## src/rtl/mem_arb_pkg.sv

```systemverilog
`default_nettype none
// ============================================================================
//  Module   : mem_arb_pkg
//  Purpose  : Shared definitions for the two-requester memory arbiter:
//             FSM state encoding, default bus widths, tie-break helper.
//  Revision : 1.0  initial release
// ============================================================================
package mem_arb_pkg;

    // Default memory address / data widths
    localparam int c_ADDR_W_DEFAULT = 16;
    localparam int c_DATA_W_DEFAULT = 16;

    // Requester that last_grant points at after reset, so req0 wins the first tie
    localparam logic c_RESET_LAST_GRANT = 1'b1;

    // Arbiter FSM encoding
    typedef enum logic [1:0] {
        IDLE  = 2'd0,
        ISSUE = 2'd1,
        READ  = 2'd2,
        RESP  = 2'd3
    } arb_state_t;

    // Winner id for two requesters: a lone valid wins outright, a tie goes
    // to the requester that was not granted last time.
    function automatic logic pick_id(input logic v0, input logic v1, input logic last);
        logic id;
        if (v0 && v1) begin
            id = ~last;
        end else begin
            id = v1;
        end
        return id;
    endfunction

endpackage : mem_arb_pkg
`default_nettype wire

```

## src/rtl/rr_pick2.sv

```systemverilog
`default_nettype none
// ============================================================================
//  Module   : rr_pick2
//  Purpose  : Two-way round-robin winner selection. Purely combinational;
//             the caller owns the last_grant register.
//  Revision : 1.0  initial release
// ============================================================================
module rr_pick2
    import mem_arb_pkg::*;
(
    input  logic valid0,
    input  logic valid1,
    input  logic last_grant,
    output logic grant,
    output logic grant_id
);

    // Any valid produces a grant; id resolved by the round-robin helper
    always_comb begin
        grant    = valid0 | valid1;
        grant_id = pick_id(valid0, valid1, last_grant);
    end

endmodule : rr_pick2
`default_nettype wire

```

## src/rtl/mem_arbiter.sv

```systemverilog
`default_nettype none
// ============================================================================
//  Module   : mem_arbiter
//  Purpose  : Arbitrates two requesters onto one synchronous single-port RAM.
//             One access in flight at a time: IDLE accepts, ISSUE drives the
//             RAM for one cycle, READ samples RAM data, RESP pulses rvalid.
//  Revision : 1.0  initial release
// ============================================================================
module mem_arbiter
    import mem_arb_pkg::*;
#(
    parameter int ADDR_W = c_ADDR_W_DEFAULT,
    parameter int DATA_W = c_DATA_W_DEFAULT
) (
    input  logic              clk,
    input  logic              reset,

    input  logic              req0_valid,
    input  logic              req0_we,
    input  logic [ADDR_W-1:0] req0_addr,
    input  logic [DATA_W-1:0] req0_wdata,
    output logic              req0_ready,
    output logic              req0_rvalid,
    output logic [DATA_W-1:0] req0_rdata,

    input  logic              req1_valid,
    input  logic              req1_we,
    input  logic [ADDR_W-1:0] req1_addr,
    input  logic [DATA_W-1:0] req1_wdata,
    output logic              req1_ready,
    output logic              req1_rvalid,
    output logic [DATA_W-1:0] req1_rdata,

    output logic [ADDR_W-1:0] mem_addr,
    output logic              mem_we,
    output logic [DATA_W-1:0] mem_wdata,
    input  logic [DATA_W-1:0] mem_rdata
);

    arb_state_t        r_state;
    logic              r_last_grant;
    logic              r_owner;
    logic              r_cap_we;
    logic [ADDR_W-1:0] r_cap_addr;
    logic [DATA_W-1:0] r_cap_wdata;

    logic              w_grant;
    logic              w_grant_id;
    logic              w_accept;
    logic              w_sel_we;
    logic [ADDR_W-1:0] w_sel_addr;
    logic [DATA_W-1:0] w_sel_wdata;

    rr_pick2 u_pick (
        .valid0     (req0_valid),
        .valid1     (req1_valid),
        .last_grant (r_last_grant),
        .grant      (w_grant),
        .grant_id   (w_grant_id)
    );

    // Accept only in IDLE, and never while reset is asserted
    always_comb begin
        w_accept   = (r_state == IDLE) && w_grant && !reset;
        req0_ready = w_accept && !w_grant_id;
        req1_ready = w_accept &&  w_grant_id;
    end

    // Steer the winning requester's command onto the capture path
    always_comb begin
        w_sel_we    = w_grant_id ? req1_we    : req0_we;
        w_sel_addr  = w_grant_id ? req1_addr  : req0_addr;
        w_sel_wdata = w_grant_id ? req1_wdata : req0_wdata;
    end

    // The capture registers double as the RAM address/data drivers: they are
    // loaded on accept, present the access during ISSUE and hold afterwards.
    always_comb begin
        mem_addr  = r_cap_addr;
        mem_wdata = r_cap_wdata;
    end

    // Latch the winner's command on accept so later input changes are ignored
    always_ff @(posedge clk or posedge reset) begin
        if (reset) begin
            r_cap_we    <= 1'b0;
            r_cap_addr  <= '0;
            r_cap_wdata <= '0;
            r_owner     <= 1'b0;
        end else if (w_accept) begin
            r_cap_we    <= w_sel_we;
            r_cap_addr  <= w_sel_addr;
            r_cap_wdata <= w_sel_wdata;
            r_owner     <= w_grant_id;
        end
    end

    // Arbiter FSM with registered write-enable and response strobes
    always_ff @(posedge clk or posedge reset) begin
        if (reset) begin
            r_state      <= IDLE;
            r_last_grant <= c_RESET_LAST_GRANT;
            mem_we       <= 1'b0;
            req0_rvalid  <= 1'b0;
            req1_rvalid  <= 1'b0;
        end else begin
            mem_we      <= 1'b0;
            req0_rvalid <= 1'b0;
            req1_rvalid <= 1'b0;
            case (r_state)
                IDLE: begin
                    if (w_accept) begin
                        r_last_grant <= w_grant_id;
                        mem_we       <= w_sel_we;
                        r_state      <= ISSUE;
                    end
                end
                ISSUE: begin
                    // Writes finish once the RAM has seen the strobe
                    r_state <= r_cap_we ? IDLE : READ;
                end
                READ: begin
                    // RAM data is valid now; response pulses during RESP
                    req0_rvalid <= !r_owner;
                    req1_rvalid <=  r_owner;
                    r_state     <= RESP;
                end
                RESP: begin
                    r_state <= IDLE;
                end
                default: begin
                    r_state <= IDLE;
                end
            endcase
        end
    end

    // Capture RAM read data into the owning requester's holding register
    always_ff @(posedge clk or posedge reset) begin
        if (reset) begin
            req0_rdata <= '0;
            req1_rdata <= '0;
        end else if (r_state == READ) begin
            if (r_owner) begin
                req1_rdata <= mem_rdata;
            end else begin
                req0_rdata <= mem_rdata;
            end
        end
    end

endmodule : mem_arbiter
`default_nettype wire

```

## config.mk

```make
export PLATFORM = sky130hd
export DESIGN_NAME = mem_arbiter
export DESIGN_NICKNAME = d
export VERILOG_FILES = /design/src/rtl/mem_arb_pkg.sv /design/src/rtl/rr_pick2.sv /design/src/rtl/mem_arbiter.sv
export SDC_FILE = /design/constraint.sdc
export NUM_CORES = 1
export LEC_CHECK = 0
export CAP_MARGIN = 20
export CORE_ASPECT_RATIO = 2
export CORE_MARGIN = 3
export CORE_UTILIZATION = 44
export CTS_CLUSTER_DIAMETER = 200
export DETAILED_ROUTE_END_ITERATION = 10
export GPL_ROUTABILITY_DRIVEN = 0
export PLACE_DENSITY = 0.94
export SYNTH_ARGS = -nofsm -noshare
export SYNTH_HDL_FRONTEND = slang
export SYNTH_SLANG_ARGS = --single-unit
```

## constraint.sdc

```tcl
create_clock -name clk -period 3.4 [get_ports clk]
set_input_delay 0.51 -clock clk [delete_from_list [all_inputs] [get_ports clk]]
set_output_delay 0.51 -clock clk [all_outputs]
set_load 0.03 [all_outputs]
```

==> results of run 1 <==
metrics by stage:
step                      area [um^2]  hold WS, ns  worst slack (ns)
after floorplan                  3167       0.4818             1.038
after global placement           4767       0.4873            0.5041
after detailed placement         4767       0.4965            0.5204
after CTS                        5057       0.5082            0.5162
after global routing             5057       0.5222            0.3840
final                            5057       0.5048            0.5173
layer usage:
layer / share of wire / vias up / GRT usage / routed length, um
li1: - / 1196 / - / -
met1: 0.33 / 1284 / 0.2295 / 3028
met2: 0.56 / 129 / 0.4142 / 5157
met3: 0.060 / 35 / 0.06780 / 550
met4: 0.046 / 0 / 0.1114 / 417
met5: 0 / - / 0 / 0
cell type report:
| type | count | share of cell area |
|---|---|---|
| sequential | 72 | 0.3565 |
| inverter | 2 | 0.001484 |
| multi-input combinational | 148 | 0.2452 |
| tap | 90 | 0.02227 |
| timing repair buffer | 161 | 0.3172 |
| clock inverter | 5 | 0.01138 |
| clock buffer | 11 | 0.04602 |
final timing paths:
path | startpoint | end | slack (ns) | depth (start not counted)
worst max register to register | r_state[0]$_DFFE_PP0P_ | mem_addr[5]$_DFFE_PP0P_ | 1.56 | 4
worst min register to register | req1_rdata[6]$_DFFE_PP0P_ | req1_rdata[6]$_DFFE_PP0P_ | 0.50 | 1
worst max-delay path | reset | req0_ready | 0.52 | 4
max in group asynchronous | reset | mem_wdata[1]$_DFFE_PP0P_ | 1.82 | 3
min in group asynchronous | reset | req0_rdata[4]$_DFFE_PP0P_ | 0.78 | 2
worst min-delay path | req1_rdata[6]$_DFFE_PP0P_ | req1_rdata[6]$_DFFE_PP0P_ | 0.50 | 1
registers in the layout, indices dropped and copies added, names as in the netlist, named ones only:
name,flops
mem_addr,16
mem_wdata,16
mem_we,1
r_cap_we,1
r_last_grant,1
r_owner,1
r_state,1
req0_rdata,16
req0_rvalid,1
req1_rdata,16
req1_rvalid,1
cells in the final DEF, fill, tap and decap left out, drive strengths merged:
cell,Yosys,routed
clkdlybuf4s50,0,153
dfrtp,71,71
nand2,37,37
nor3,34,34
a221o,33,33
mux2,32,32
clkbuf,6,11
buf,15,8
clkinv,0,4
a21o,3,3
inv,2,2
nor2,2,2
o21ai,1,1
and3,1,1
or3,1,1
nor2b,1,1
nand3b,1,1
nand2b,1,1
nor3b,1,1
bufinv,0,1
dfstp,1,1
kinds of logic (layout without fill, tap and decap cells):
kind of cell / Yosys count / count (layout) / share of synthesized area
buffers and inverters: 23 / 179 / 0.04188
and+or+nand+nor: 79 / 79 / 0.1608
DFF: 72 / 72 / 0.5693
muxes: 32 / 32 / 0.1138
AOI/OAI and AO/OA: 37 / 37 / 0.1142
report_power, final:
group          switching, uW  internal (uW)
clock network            344            568
registers                250           1280
logic                   1380           1180
==> flow_metrics.tcl, run 1 <==
set metrics [dict create \
    area_delta_synth_final_pct 59.70 \
    hold_path_class "reg2reg" \
    synth_cell_types 22 \
    post-cts-setup-buffer-count 0 \
    dr.first_iter.drc_count 161 \
    clkTransAtPathRegs_ns 0.05 \
    cts_tree "built" \
    cp-start-kind "input port" \
    insertedDiodeCount 0 \
    max_freq_ghz 0.3469 \
    drv_slew 0 \
    dp.cells 473 \
    syn_inst 243 \
    grtUsageTotal 0.2290 \
    critPathTopFamily "buffers and inverters" \
    p_leak_uw 0.002089 \
    initial_core_util 0.4563 \
    hold_violations 0 \
    synth-async-reset-ratio 1.000 \
    cts.sinks 72 \
    path_class "in2out" \
    grt_first_pass_wirelength_um 14280 \
    root_buffer "clkbuf_16" \
    core_mm2 0.006940 \
    num_rows 43 \
    period_share 0.8478 \
    h-tree-depth 3 \
    ys_ff_latch 72 \
    cp_max_fo 3 \
    clockBufferDepth 2 \
    numCtsBuffers 9 \
    crit_required_ns 2.89 \
    cp_slowest_cell "clkdlybuf4s50_1" \
    syn_area_per_cell_um2 13.03 \
    overflow 0 \
    rsz0062_at_grt "no" \
    finish.net_count 480 \
    yosysTopAreaCell "dfrtp_1" \
    powerDensity_mw_per_mm2 989.1 \
    cts_hold_buf 0 \
    relSlewSlack 0.3990 \
    multi_input_area_mm2 0.001240 \
    synth_flop_cell "dfrtp_1" \
    arrival_ns 2.37 \
    setup_violations 0 \
    crit_path_cell_trace "clkdlybuf4s50_1 > or3_2 > nor3b_1 > clkdlybuf4s50_1" \
    die_w_um 65.99 \
    synth_edf_count 0 \
    seqCellArea_mm2 0.001803 \
    max-vdd-ir-drop_mv 0.5476 \
    yosysMostFrequentCell "dfrtp_1" \
    cp_common_cell "clkdlybuf4s50_1" \
    yosysSeqAreaShare 0.5693 \
    drc 0 \
    die_area_mm2 0.008313 \
    syn_nets 329 \
    synth_top_area_frac 0.5610 \
    critPathMaxStageDelay_ns 0.75 \
    syn-cell-area_mm2 0.003167 \
    finalCriticalPeriod_ns 2.883 \
    fin_tns_setup_ns 0 \
    grt_max_degree 43 \
    routed_wl_um 9154 \
    cp.buffers_inverters 2 \
    utilization 0.7287 \
    status "completed" \
    vias_per_cell 5.407 \
    final_cells 489 \
    max_cap_viol_count 0 \
    fin_skew_ns 0.007645 \
    wl_per_cell_um 18.72 \
    drive_above_1_share 0.2256 \
    vias 2644 \
    die_h_um 126.0 \
    ctsResizeCount 0 \
    cp-end-kind "output pin" \
    first_pass_iters 6 \
    worst_pin_slew_ns 0.8987 \
    port_buffers 154 \
    first_global_vias 2833 \
    ys_top_cells_by_count "dfrtp_1 (71), nand2_1 (37), a221o_1 (33)" \
    ant_nets 0 \
    antenna_found_initial 0 \
    n_fill_cell 485 \
    ios 155 \
    hpwlAfterDp_um 6788 \
    p_total_uw 5002 \
    clk_latency_ns 0.33 \
    synth.area.top_cells "dfrtp_1 (56%), mux2_2 (11%), a221o_1 (10%)" \
    ys.warnings.count 0 \
]
Power figures use the tool's default switching activity.
==> inputs of run 2 (changes only) <==
--- a/config.mk
+++ b/config.mk
@@ -8,11 +8,11 @@
 export CAP_MARGIN = 20
 export CORE_ASPECT_RATIO = 2
 export CORE_MARGIN = 3
-export CORE_UTILIZATION = 44
+export CORE_UTILIZATION = 37
 export CTS_CLUSTER_DIAMETER = 200
 export DETAILED_ROUTE_END_ITERATION = 10
 export GPL_ROUTABILITY_DRIVEN = 0
-export PLACE_DENSITY = 0.94
+export PLACE_DENSITY = 0.85
 export SYNTH_ARGS = -nofsm -noshare
 export SYNTH_HDL_FRONTEND = slang
 export SYNTH_SLANG_ARGS = --single-unit
==> constraint.sdc (replaced) <==
create_clock -name clk -period 2.4 [get_ports clk]
set_input_delay 0.36 -clock clk [delete_from_list [all_inputs] [get_ports clk]]
set_output_delay 0.36 -clock clk [all_outputs]
set_load 0.03 [all_outputs]
==> flow_metrics.tcl, run 2 (synthesis results as in run 1) <==
set metrics [dict create \
    hold_violations 0 \
    numCtsBuffers 9 \
    postLayoutCellArea_mm2 0.005080 \
    hpwlAfterDp_um 6648 \
    p_leak_uw 0.002106 \
    mostFrequentLayoutCell "clkdlybuf4s50_1" \
    cp-start-kind "input port" \
    ff2ff_path_depth 4 \
    vias 2637 \
    wl_per_cell_um 17.53 \
    max_cap_viol_count 0 \
    first_pass_iters 4 \
    max_freq_ghz 0.4926 \
    first_global_vias 2793 \
    cts_hold_buf 0 \
    cts.sinks 72 \
    hold_path_class "reg2reg" \
    die_w_um 71.42 \
    die_h_um 136.8 \
    routed_wl_um 8781 \
    fin_tns_setup_ns 0 \
    area_delta_synth_final_pct 60.41 \
    crit_path_cell_trace "clkdlybuf4s50_1 > or3_2 > nor3b_1 > buf_4" \
    cts_tree "built" \
    setup_violations 0 \
    clockBufferDepth 2 \
    period_share 0.8458 \
    port_buffers 154 \
    ctsResizeCount 0 \
    status "completed" \
    grt_max_degree 38 \
    cp.buffers_inverters 2 \
    worst_pin_slew_ns 0.5057 \
    drc 0 \
    post-cts-setup-buffer-count 0 \
    seqCellArea_mm2 0.001803 \
    vias_per_cell 5.263 \
    core_mm2 0.008292 \
    antenna_found_initial 0 \
    relSlewSlack 0.6629 \
    multi_input_area_mm2 0.001240 \
    critPathMaxStageDelay_ns 0.47 \
    path_depth 4 \
    insertedDiodeCount 0 \
    num_rows 47 \
    drv_slew 0 \
    drive_above_1_share 0.2382 \
    mostFrequentLayoutCells "clkdlybuf4s50_1 (152), dfrtp_1 (71), nand2_1 (37)" \
    finalCriticalPeriod_ns 2.030 \
    powerDensity_mw_per_mm2 1372 \
    crit_required_ns 2.04 \
    critPathTopFamily "buffers and inverters" \
    clkTransAtPathRegs_ns 0.05 \
    initial_core_util 0.3819 \
    arrival_ns 1.67 \
    final_cells 501 \
    cp-end-kind "output pin" \
    path_class "in2out" \
    max-vdd-ir-drop_mv 0.6852 \
    dr.first_iter.drc_count 69 \
    die_area_mm2 0.009772 \
    p_total_uw 6972 \
    h-tree-depth 3 \
    min_path_cells 1 \
    overflow 0 \
    ant_nets 0 \
    root_buffer "clkbuf_16" \
    place_area_mm2 0.004805 \
    clk_latency_ns 0.33 \
    ios 155 \
    cp_max_fo 3 \
    n_fill_cell 670 \
    grtUsageTotal 0.1809 \
    cp_slowest_cell "clkdlybuf4s50_1" \
    dp.cells 485 \
    finish.net_count 484 \
    fin_skew_ns 0.007712 \
    grt_first_pass_wirelength_um 13570 \
    rsz0062_at_grt "no" \
]
## run 2: cell count changes in the layout (fill, tap and decap cells not counted), sizes merged
cell / before / now
buf: 8 / 13
clkdlybuf4s50: 153 / 152
bufinv: 1 / 0
clkinv: 4 / 5
## run 2: worst paths after layout
check	startpoint	endpoint	slack (ns)
setup reg to reg	r_state[0]$_DFFE_PP0P_	r_cap_we$_DFFE_PP0P_	0.67
min in group asynchronous	reset	mem_wdata[9]$_DFFE_PP0P_	0.55
max in group asynchronous	reset	r_last_grant$_DFFE_PP1P_	1.51
hold / removal	req1_rdata[3]$_DFFE_PP0P_	req1_rdata[3]$_DFFE_PP0P_	0.50
setup / recovery	reset	req0_ready	0.37
hold reg to reg	req1_rdata[3]$_DFFE_PP0P_	req1_rdata[3]$_DFFE_PP0P_	0.50
## run 2: where the power goes
group / leakage (uW) / internal, uW / switching (uW)
combinational: 0.00109 / 1690 / 1930
sequential: 0.000876 / 1810 / 338
clock: 0.000139 / 725 / 480
## run 2: metal layers
layer / track usage / wire length, um / up-vias
met2: 0.3284 / 4965 / 104
met1: 0.1922 / 3040 / 1298
met3: 0.03676 / 452 / 26
met4: 0.09414 / 323 / 0
met5: 0 / 0 / -
li1: - / - / 1209
## run 2: worst reg2reg max path, stage by stage, from the launching register on
cell and delay [ns]:
dfrtp_1 0.42, or3_2 0.50, buf_4 0.30, nor3_1 0.31, a221o_1 0.14
## run 2: stage by stage
| step | setup WS [ns] | hold slack [ns] | util |
|---|---|---|---|
| after CTS | 0.3566 | 0.5055 | 0.6126 |
| after floorplan | 0.2167 | 0.4769 | - |
| after global routing | 0.3098 | 0.5187 | 0.6126 |
| after detailed placement | 0.2968 | 0.4933 | 0.5794 |
| final | 0.3700 | 0.4988 | 0.6126 |
| after global placement | 0.3326 | 0.4861 | 0.5794 |
## run 2: area by class of cell
type	instances	share of cell area
Clock buffer	11	0.04778
Clock inverter	5	0.006404
Inverter	2	0.001478
Multi-Input combinational cell	148	0.2441
Sequential cell	72	0.3549
Tap cell	98	0.02414
Timing Repair Buffer	165	0.3212
==> inputs of run 3 (changes only) <==
==> constraint.sdc (replaced) <==
create_clock -name clk -period 1.7 [get_ports clk]
set_input_delay 0.255 -clock clk [delete_from_list [all_inputs] [get_ports clk]]
set_output_delay 0.255 -clock clk [all_outputs]
set_load 0.03 [all_outputs]
==> flow_metrics.tcl, run 3 (synthesis results as in run 1) <==
set metrics [dict create \
    finalCriticalPeriod_ns 1.713 \
    relSlewSlack 0.7559 \
    powerDensity_mw_per_mm2 1951 \
    hold_violations 0 \
    h-tree-depth 3 \
    clkTransAtPathRegs_ns 0.06 \
    cp_max_fo 2 \
    cp_slowest_cell "clkdlybuf4s50_1" \
    drv_slew 0 \
    drc 0 \
    place_area_mm2 0.004965 \
    timing.hold.ws_ns 0.3836 \
    core_mm2 0.008292 \
    fin_skew_ns 0.003195 \
    rsz0062_at_grt "yes" \
    drive_above_1_share 0.2686 \
    insertedDiodeCount 0 \
    grt_max_degree 37 \
    fin_tns_setup_ns -0.01310 \
    initial_core_util 0.3819 \
    port_buffers 154 \
    p_leak_uw 0.002204 \
    cts.sinks 72 \
    hpwlAfterDp_um 6972 \
    period_share 1.008 \
    die_w_um 71.42 \
    postLayoutCellArea_mm2 0.005335 \
    worst_pin_slew_ns 0.3649 \
    critPathTopFamily "simple AND/OR/NAND/NOR gates" \
    numCtsBuffers 9 \
    place_ws_ns -0.1923 \
    cp.buffers_inverters 2 \
    setup_violations 1 \
    mostFrequentLayoutCells "clkdlybuf4s50_1 (152), dfrtp_1 (71), nand2_1 (37)" \
    violations "negative setup slack" \
    cp-end-kind "output pin" \
    grt_first_pass_wirelength_um 14240 \
    clockBufferDepth 2 \
    root_buffer "clkbuf_16" \
    grtUsageTotal 0.1906 \
    path_class "in2out" \
    first_pass_iters 4 \
    max_freq_ghz 0.5837 \
    critPathMaxStageDelay_ns 0.43 \
    die_h_um 136.8 \
    overflow 0 \
    clk_latency_ns 0.32 \
    cp-start-kind "input port" \
    crit_required_ns 1.44 \
    max_cap_viol_count 0 \
    arrival_ns 1.46 \
    vias_per_cell 5.179 \
    num_rows 47 \
    ios 155 \
    final.setup.worst_slack_ns -0.01310 \
    mostFrequentLayoutCell "clkdlybuf4s50_1" \
    hold_path_class "in2async" \
    dr.first_iter.drc_count 104 \
    finish.net_count 498 \
    status "complete, but fails checks" \
    wl_per_cell_um 17.70 \
    die_area_mm2 0.009772 \
    cts_tree "built" \
    antenna_found_initial 0 \
    crit_path_cell_trace "clkdlybuf4s50_1 > or3_4 > nor3b_4 > buf_6" \
    vias 2667 \
    first_global_vias 2893 \
    area_delta_synth_final_pct 68.47 \
    regToRegSetupSlack_ns 0.11 \
    ant_nets 0 \
    max-vdd-ir-drop_mv 1.028 \
    routed_wl_um 9115 \
]
-- run 3: changes by cell type in the layout (fill, tap and decap cells not counted), sizes merged --
cell,before,now
clkinvlp,0,3
clkbuf,11,10
buf,13,27
clkinv,5,1
bufinv,0,2
-- run 3: worst paths after layout --
check | from | endpoint | depth (start not counted)
setup / recovery | reset | req0_ready | 4
hold / removal | reset | mem_wdata[15]$_DFFE_PP0P_ | 3
setup reg to reg | r_state[0]$_DFFE_PP0P_ | mem_addr[9]$_DFFE_PP0P_ | 5
hold reg to reg | req1_rdata[1]$_DFFE_PP0P_ | req1_rdata[1]$_DFFE_PP0P_ | 1
max in group asynchronous | reset | r_last_grant$_DFFE_PP1P_ | 4
min in group clk | req1_rdata[1]$_DFFE_PP0P_ | req1_rdata[1]$_DFFE_PP0P_ | 1
-- run 3: worst min-delay path, stage by stage --
cell	delay, ns
clkdlybuf4s50_1	0.43
buf_4	0.17
clkinvlp_4	0.22
-- run 3: cell type report --
class	instances	area, um^2
Inverter	2	11.26
Tap cell	98	122.6
Sequential cell	72	1803
Multi-Input combinational cell	148	1266
Fill cell	662	2957
Timing Repair Buffer	179	1810
Clock inverter	6	92.59
Clock buffer	10	229.0
-- run 3: per-layer routing --
metal	vias to the layer above	track usage	wire length, um
li1	1233	-	-
met1	1313	0.1889	3034
met2	108	0.3663	5312
met3	13	0.04265	528
met4	0	0.08159	240
met5	-	0	0
-- run 3: through the flow --
stage | total power [uW] | util | std cells
floorplan | 6064 | - | 243
global placement | 8281 | 0.5988 | 496
detailed placement | 8421 | 0.5988 | 496
CTS | 10510 | 0.6425 | 514
global route | 10880 | 0.6434 | 515
finish | 10410 | 0.6434 | 515
-- run 3: repair_timing --
action	in CTS	in global routing
hold buffers	0	0
setup buffers	2	1
pin swaps	3	1
setup endpoints to repair	2	2
gates resized for setup	7	0
-- run 3: report_power, final --
part	leakage, uW	switching [uW]	total (uW)	internal (uW)
Sequential	0.000876	464	3020	2560
Clock	0.000149	702	1990	1290
Combinational	0.00118	2830	5390	2560
Total	0.00220	4000	10400	6410
